### src/rtl/vector_pkg.sv
// vector_pkg: shared widths, FSM state type and byte bit-reversal helper for
// the nibble-to-byte assembler.
package vector_pkg;

    localparam int NIB_W  = 4;
    localparam int BYTE_W = 8;

    typedef enum logic {
        ST_LOW,   // waiting for the low nibble of a new byte
        ST_HIGH   // low nibble held, waiting for the high nibble
    } pack_state_t;

    // Bit i moves to bit 7-i.
    function automatic logic [BYTE_W-1:0] bit_rev8(input logic [BYTE_W-1:0] b);
        logic [BYTE_W-1:0] r;
        for (int i = 0; i < BYTE_W; i++) begin
            r[i] = b[BYTE_W-1-i];
        end
        return r;
    endfunction

endpackage

### src/rtl/vector_pack_if.sv
// vector_pack_if: nibble input channel and byte output channel of vector_pack.
//   in_nib/in_first/in_rev/in_valid -> block, in_ready <- block
//   out_data/out_par/out_valid <- block, out_ready -> block
// slave  : the assembler side
// master : the source/sink side driving nibbles and consuming bytes
interface vector_pack_if;
    import vector_pkg::*;

    logic [NIB_W-1:0]  in_nib;
    logic              in_first;
    logic              in_rev;
    logic              in_valid;
    logic              in_ready;
    logic [BYTE_W-1:0] out_data;
    logic              out_par;
    logic              out_valid;
    logic              out_ready;

    modport slave (
        input  in_nib, in_first, in_rev, in_valid, out_ready,
        output in_ready, out_data, out_par, out_valid
    );

    modport master (
        output in_nib, in_first, in_rev, in_valid, out_ready,
        input  in_ready, out_data, out_par, out_valid
    );

endinterface

### src/rtl/vector_pack_fifo.sv
// pack_fifo: synchronous FIFO holding {parity, byte} entries.
//   clk, rst_n : clock, async active-low reset (empties the queue)
//   push/wdata : enqueue, ignored when full
//   pop        : dequeue, ignored when empty
//   full/empty : occupancy flags
//   rdata      : entry at the head (raw memory value; caller masks when empty)
// DEPTH must be a power of two so pointers wrap by natural overflow.
module pack_fifo #(
    parameter int DEPTH = 2,
    parameter int W     = 9
) (
    input  logic         clk,
    input  logic         rst_n,
    input  logic         push,
    input  logic [W-1:0] wdata,
    input  logic         pop,
    output logic         full,
    output logic         empty,
    output logic [W-1:0] rdata
);
    localparam int AW = (DEPTH > 1) ? $clog2(DEPTH) : 1;
    localparam int CW = AW + 1;

    logic [W-1:0]  mem [DEPTH];
    logic [AW-1:0] wr_ptr, rd_ptr;
    logic [CW-1:0] count;
    logic          do_push, do_pop;

    assign full    = (count == CW'(DEPTH));
    assign empty   = (count == '0);
    assign do_push = push && !full;
    assign do_pop  = pop && !empty;
    assign rdata   = mem[rd_ptr];

    always_ff @(posedge clk or negedge rst_n) begin
        if (!rst_n) begin
            wr_ptr <= '0;
            rd_ptr <= '0;
            count  <= '0;
        end else begin
            if (do_push) wr_ptr <= wr_ptr + AW'(1);
            if (do_pop)  rd_ptr <= rd_ptr + AW'(1);
            case ({do_push, do_pop})
                2'b10:   count <= count + CW'(1);
                2'b01:   count <= count - CW'(1);
                default: count <= count;
            endcase
        end
    end

    // Storage needs no reset: entries are only visible once written.
    always_ff @(posedge clk) begin
        if (do_push) mem[wr_ptr] <= wdata;
    end

endmodule

### src/rtl/vector_pack.sv
// vector_pack: assembles low-then-high nibble pairs into bytes, optionally
// bit-reversed, appends even parity and queues them for a downstream sink.
//   clk, rst_n : clock, async active-low reset
//   bus        : vector_pack_if.slave (nibble input + byte output handshakes)
//   err_cnt    : saturating count of framing errors (orphan high nibble,
//                or a new first nibble arriving while a low nibble is held)
module vector_pack
    import vector_pkg::*;
#(
    parameter int FIFO_DEPTH = 2,
    parameter int ERR_CNT_W  = 8
) (
    input  logic                 clk,
    input  logic                 rst_n,
    vector_pack_if.slave         bus,
    output logic [ERR_CNT_W-1:0] err_cnt
);
    pack_state_t       state, nxt;
    logic [NIB_W-1:0]  lo;
    logic              rev;
    logic              xfer, latch, push, err_inc, pop;
    logic              full, empty;
    logic [BYTE_W:0]   head, push_data;
    logic [BYTE_W-1:0] byte_raw, byte_fmt;

    // Readiness depends only on state and FIFO fullness, never on out_ready,
    // so a full FIFO stalls the high nibble even if a pop is coincident.
    assign bus.in_ready = (state == ST_LOW) || !full;
    assign xfer         = bus.in_valid && bus.in_ready;

    assign byte_raw  = {bus.in_nib, lo};
    assign byte_fmt  = rev ? bit_rev8(byte_raw) : byte_raw;
    assign push_data = {^byte_fmt, byte_fmt};

    always_comb begin
        nxt     = state;
        latch   = 1'b0;
        push    = 1'b0;
        err_inc = 1'b0;
        if (xfer) begin
            case (state)
                ST_LOW: begin
                    if (bus.in_first) begin
                        latch = 1'b1;
                        nxt   = ST_HIGH;
                    end else begin
                        err_inc = 1'b1;
                    end
                end
                ST_HIGH: begin
                    if (bus.in_first) begin
                        // restart the byte; the held low nibble is lost
                        latch   = 1'b1;
                        err_inc = 1'b1;
                    end else begin
                        push = 1'b1;
                        nxt  = ST_LOW;
                    end
                end
                default: nxt = ST_LOW;
            endcase
        end
    end

    always_ff @(posedge clk or negedge rst_n) begin
        if (!rst_n) begin
            state   <= ST_LOW;
            lo      <= '0;
            rev     <= 1'b0;
            err_cnt <= '0;
        end else begin
            state <= nxt;
            if (latch) begin
                lo  <= bus.in_nib;
                rev <= bus.in_rev;
            end
            if (err_inc && (err_cnt != '1)) err_cnt <= err_cnt + ERR_CNT_W'(1);
        end
    end

    assign pop = !empty && bus.out_ready;

    pack_fifo #(
        .DEPTH (FIFO_DEPTH),
        .W     (BYTE_W + 1)
    ) u_fifo (
        .clk   (clk),
        .rst_n (rst_n),
        .push  (push),
        .wdata (push_data),
        .pop   (pop),
        .full  (full),
        .empty (empty),
        .rdata (head)
    );

    assign bus.out_valid = !empty;
    assign bus.out_data  = empty ? '0 : head[BYTE_W-1:0];
    assign bus.out_par   = empty ? 1'b0 : head[BYTE_W];

endmodule

### src/flat_wrapper.sv
// flat-port wrapper written by rule: the top's interface ports become plain ports
module vector_pack_flat import vector_pkg::*;
#(
    parameter int FIFO_DEPTH = 2,
    parameter int ERR_CNT_W  = 8
)
  (clk, rst_n, err_cnt, bus_in_nib, bus_in_first, bus_in_rev, bus_in_valid, bus_out_ready, bus_in_ready, bus_out_data, bus_out_par, bus_out_valid);
  vector_pack_if bus_i ();
  input  logic clk;
  input  logic rst_n;
  output logic [ERR_CNT_W-1:0] err_cnt;
  input wire logic [$bits(bus_i.in_nib)-1:0] bus_in_nib;
  input wire logic [$bits(bus_i.in_first)-1:0] bus_in_first;
  input wire logic [$bits(bus_i.in_rev)-1:0] bus_in_rev;
  input wire logic [$bits(bus_i.in_valid)-1:0] bus_in_valid;
  input wire logic [$bits(bus_i.out_ready)-1:0] bus_out_ready;
  output wire logic [$bits(bus_i.in_ready)-1:0] bus_in_ready;
  output wire logic [$bits(bus_i.out_data)-1:0] bus_out_data;
  output wire logic [$bits(bus_i.out_par)-1:0] bus_out_par;
  output wire logic [$bits(bus_i.out_valid)-1:0] bus_out_valid;
  assign bus_i.in_nib = bus_in_nib;
  assign bus_i.in_first = bus_in_first;
  assign bus_i.in_rev = bus_in_rev;
  assign bus_i.in_valid = bus_in_valid;
  assign bus_i.out_ready = bus_out_ready;
  assign bus_in_ready = bus_i.in_ready;
  assign bus_out_data = bus_i.out_data;
  assign bus_out_par = bus_i.out_par;
  assign bus_out_valid = bus_i.out_valid;
  vector_pack #(.FIFO_DEPTH(FIFO_DEPTH), .ERR_CNT_W(ERR_CNT_W)) u_core (.clk(clk), .rst_n(rst_n), .bus(bus_i), .err_cnt(err_cnt));
endmodule
### config.mk
export PLATFORM = sky130hd
export DESIGN_NAME = vector_pack_flat
export DESIGN_NICKNAME = d
export VERILOG_FILES = /design/src/rtl/vector_pkg.sv /design/src/rtl/vector_pack_if.sv /design/src/rtl/vector_pack_fifo.sv /design/src/rtl/vector_pack.sv /design/src/flat_wrapper.sv
export SDC_FILE = /design/constraint.sdc
export NUM_CORES = 1
export LEC_CHECK = 0
export ABC_AREA = 1
export CORE_MARGIN = 4
export CORE_UTILIZATION = 56
export CTS_CLUSTER_DIAMETER = 50
export DETAILED_ROUTE_END_ITERATION = 10
export DONT_BUFFER_PORTS = 1
export PLACE_DENSITY = 0.74
export SLEW_MARGIN = 5
export SYNTH_ARGS = -nofsm -noshare
export SYNTH_HDL_FRONTEND = slang
export SYNTH_HIERARCHICAL = 1
export SYNTH_SLANG_ARGS = --single-unit
export TNS_END_PERCENT = 50
### constraint.sdc
create_clock -name clk -period 2.3 [get_ports clk]
set_input_delay 0.46 -clock clk [delete_from_list [all_inputs] [get_ports clk]]
set_output_delay 0.46 -clock clk [all_outputs]
set_load 0.05 [all_outputs]
==> impl_summary.txt <==
----------------------------------------------------
[GRT]
  GRT Total Usage ... 18.1%
  Via count of the first global-routing pass ... 1440
  Initial antenna violation count ... 0
  Final global-route overflow total ... 0
  First-pass GRT wire length ... 6110 um
  Maximum number of pins on one net before global-route repair ... 19

[Placed design]
  Final RePlAce weighted congestion ... 0.775
  Total placed instance area ... 0.00214 mm^2
  Number of buffer cells added on primary ports ... 0
  Post-detailed-placement half-perimeter wirelength ... 2690 um

[Timing]
  Largest clock skew in the final design ... 0.00248 ns
  Fmax ... 498 MHz
  Number of failing hold endpoints at the final stage ... 0
  Normalized max-slew margin ... 45.6%
  Fin crit share ... 87.4%
  Unrepaired setup endpoints after global routing ... false
  Worst slew pin tran ... 0.814 ns
  Setup TNS ... 0 ns
  Final number of max-transition violations ... 0
  Final count of negative-setup-slack endpoints ... 0
  Post-layout min period ... 2.01 ns

[Pwr]
  Static power due to leakage ... 1.15 nW
  Internal Dissipation ... 1.39 mW
  Combinational power share ... 54.6%
  Switch Pwr ... 1.38 mW
  Max VDD drop ... 698 uV
  Part of the total power dissipated in sequential elements ... 34.2%
  Fraction of power spent switching nets ... 49.8%
  Clk pwr share ... 11.2%
  Power density normalized to cell area ... 1250 mW/mm^2
  Overall power of the completed layout ... 2.76 mW

[Setup path]
  Critical path capture point type ... primary output
  Worst endpoint data arrival time ... 1.55 ns
  CP max-delay cell ... dfrtp_1
  Maximum cell stage delay along the critical path ... 0.53 ns
  Cell class contributing the biggest share of worst-path delay ... flip-flops
  WP buf/inv ... 3
  Cell-by-cell trace of the critical path ... inv_2 -> nand2_1 -> nand2_1 -> inv_1 -> nor2_1 -> buf_4
  Top cell by count, worst path ... nand2_1
  Required time reported for the critical path endpoint ... 1.84 ns
  Maximum net fanout on the critical path ... 11
  Kind of start point of the critical path ... flip-flop
  Critical Setup Path Class ... flip-flop to primary output

[Die]
  Num rows ... 21
  Width of the chip ... 67.6 um
  Placeable core region ... 0.00339 mm^2
  Die span in y ... 67.6 um
  IO Pins ... 29
  Effective utilization at floorplan ... 58.8%
  Die Area ... 0.00458 mm^2

[Yosys]
  Cell accounting for the most synthesized area ... edfxtp_1
  Cells taking the most area after synthesis ... edfxtp_1 27%, dfrtp_1 23%, nand2_1 21%
  Dominant cell by count in the synthesized netlist ... nand2_1
  Unique masters post-synth ... 19
  Part of the Yosys area used for sequential elements ... 49.7%
  Async set or reset register ratio after synthesis ... 50.0%
  Post-synth top area share ... 27.1%
  Yosys warns ... 6
  Syn nets ... 269
  Register bit total from synthesis ... 36
  Synthesized area per cell ... 7.78 um^2
  Top cells by instance count after synthesis ... 110 x nand2_1, 32 x inv_1, 18 x dfrtp_1, 18 x edfxtp_1, 17 x nor2_1
  Synth Flop Type ... edfxtp_1
  Number of enable-type register cells in the synthesized netlist ... 18
  Post-Syn Area ... 0.00199 mm^2
  Synth Instances ... 256

[CTS]
  Clock buffer depth ... 2
  Clock tree from TritonCTS ... done
  Clock transition at path regs ... 0.10 ns
  Sink count of the clock tree ... 36
  H-tree level count ... 2
  Number of buffers created by CTS ... 5
  Clock root buffer ... clkbuf_4
  Clock latency at the later pin of the worst-skew pair ... 0.33 ns
  Number of instances resized during post-cts repair ... 0

[Job]
  Maxcap violations ... 0

[Detailed routing]
  Routed via count divided by cell count ... 4.78
  Vias ... 1549
  Post-DRT Antenna Nets ... 0
  Number of detailed-route iterations in the first pass ... 4
  Post-route DRC ... 0
  Initial detailed-routing violation count ... 56
  Final WL ... 3550 um
  Average wire length per cell after detail routing ... 10.9 um

[Cells and area]
  Final standard cell utilization of the core ... 65.0%
  Area overhead of the layout relative to synthesis ... 10.7%
  # nets final ... 290
  Fraction of layout instances using a drive strength above 1 ... 17.3%
  Summed area of non-filler cells in the final layout ... 0.00220 mm^2
  Filler Cell Count ... 299
  Number of antenna repair diodes ... 0

[Status]
  Result of the run ... finished, final reports clean

[Min path]
  Worst Hold Class ... input pin to flip-flop

----------------------------------------------------
repair_timing:
item,CTS,global route
endpoints found under the hold margin,18,0
setup buffers,0,0
hold buffers,1,0
power by group through the flow:
stage | logic [mW] | registers [mW] | clock network [mW]
floorplan | 1.10 | 1.06 | 0
global placement | 1.49 | 0.952 | 0
detailed placement | 1.52 | 0.957 | 0
CTS | 1.53 | 0.945 | 0.327
global route | 1.68 | 0.964 | 0.348
finish | 1.51 | 0.945 | 0.310
layout make-up:
class | count | area, um^2 | share of cell area [%]
Tap cell | 46 | 57.6 | 2.61
Multi-Input combinational cell | 176 | 806 | 36.5
Clock buffer | 5 | 37.5 | 1.70
Timing Repair Buffer | 21 | 160 | 7.26
Inverter | 37 | 139 | 6.30
Sequential cell | 36 | 991 | 44.9
Clock inverter | 3 | 13.8 | 0.624
per-layer routing:
| layer | share of wire, % | vias up | track usage, % |
|---|---|---|---|
| li1 | - | 821 | - |
| met1 | 45 | 695 | 22.0 |
| met2 | 49 | 29 | 30.9 |
| met3 | 4.9 | 4 | 4.66 |
| met4 | 1.0 | 0 | 6.33 |
| met5 | 0 | - | 0 |
metrics by stage:
step | hold WS (ns) | cells | worst slack, ns
after floorplan | 0.164 | 256 | 0.191
after global placement | 0.165 | 315 | 0.589
after detailed placement | 0.165 | 315 | 0.514
after CTS | 0.283 | 324 | 0.261
after global routing | 0.310 | 324 | 0.124
final | 0.302 | 324 | 0.291
sequential cells by signal (all words and copies together), names as in the netlist:
name                  cells
u_core/rev                1
u_core/u_fifo/wr_ptr      1
u_core/state              1
u_core/err_cnt            8
u_core/u_fifo/count       2
u_core/u_fifo/rd_ptr      1
u_core/u_fifo/mem        18
u_core/lo                 4
kinds of logic after synthesis:
family                     synth area share [%]
AOI/OAI and AO/OA                          4.27
xor gates and xnor gates                   3.52
adders and majority gates                  1.88
buffers and inverters                      9.80
DFF                                        49.7
and+or+nand+nor                            30.8
cells in the final DEF, fill, tap and decap left out, drive strengths merged:
cell type | netlist | routed
nand2 | 121 | 121
o21ai | 13 | 13
clkbuf | 2 | 5
dfrtp | 18 | 18
inv | 37 | 37
dlygate4sd3 | 0 | 1
xnor2 | 8 | 8
nand4 | 1 | 1
ha | 3 | 3
a21oi | 1 | 1
nor2 | 18 | 18
clkinv | 0 | 3
buf | 5 | 20
edfxtp | 18 | 18
nand3 | 11 | 11
path summary, 6_finish.rpt:
check / slack (ns) / cells after the start / from / endpoint
min: 0.30 / 2 / bus_in_rev / u_core/rev
max: 0.29 / 6 / u_core/u_fifo/rd_ptr / bus_out_data[4]
max in group asynchronous: 1.14 / 1 / rst_n / u_core/lo[2]
min reg2reg: 0.48 / 2 / u_core/u_fifo/count[1] / u_core/u_fifo/count[1]
min in group asynchronous: 0.65 / 1 / rst_n / u_core/err_cnt[5]
max reg2reg: 0.52 / 11 / u_core/u_fifo/count[0] / u_core/u_fifo/count[1]
(Power assumes the default switching activity.)
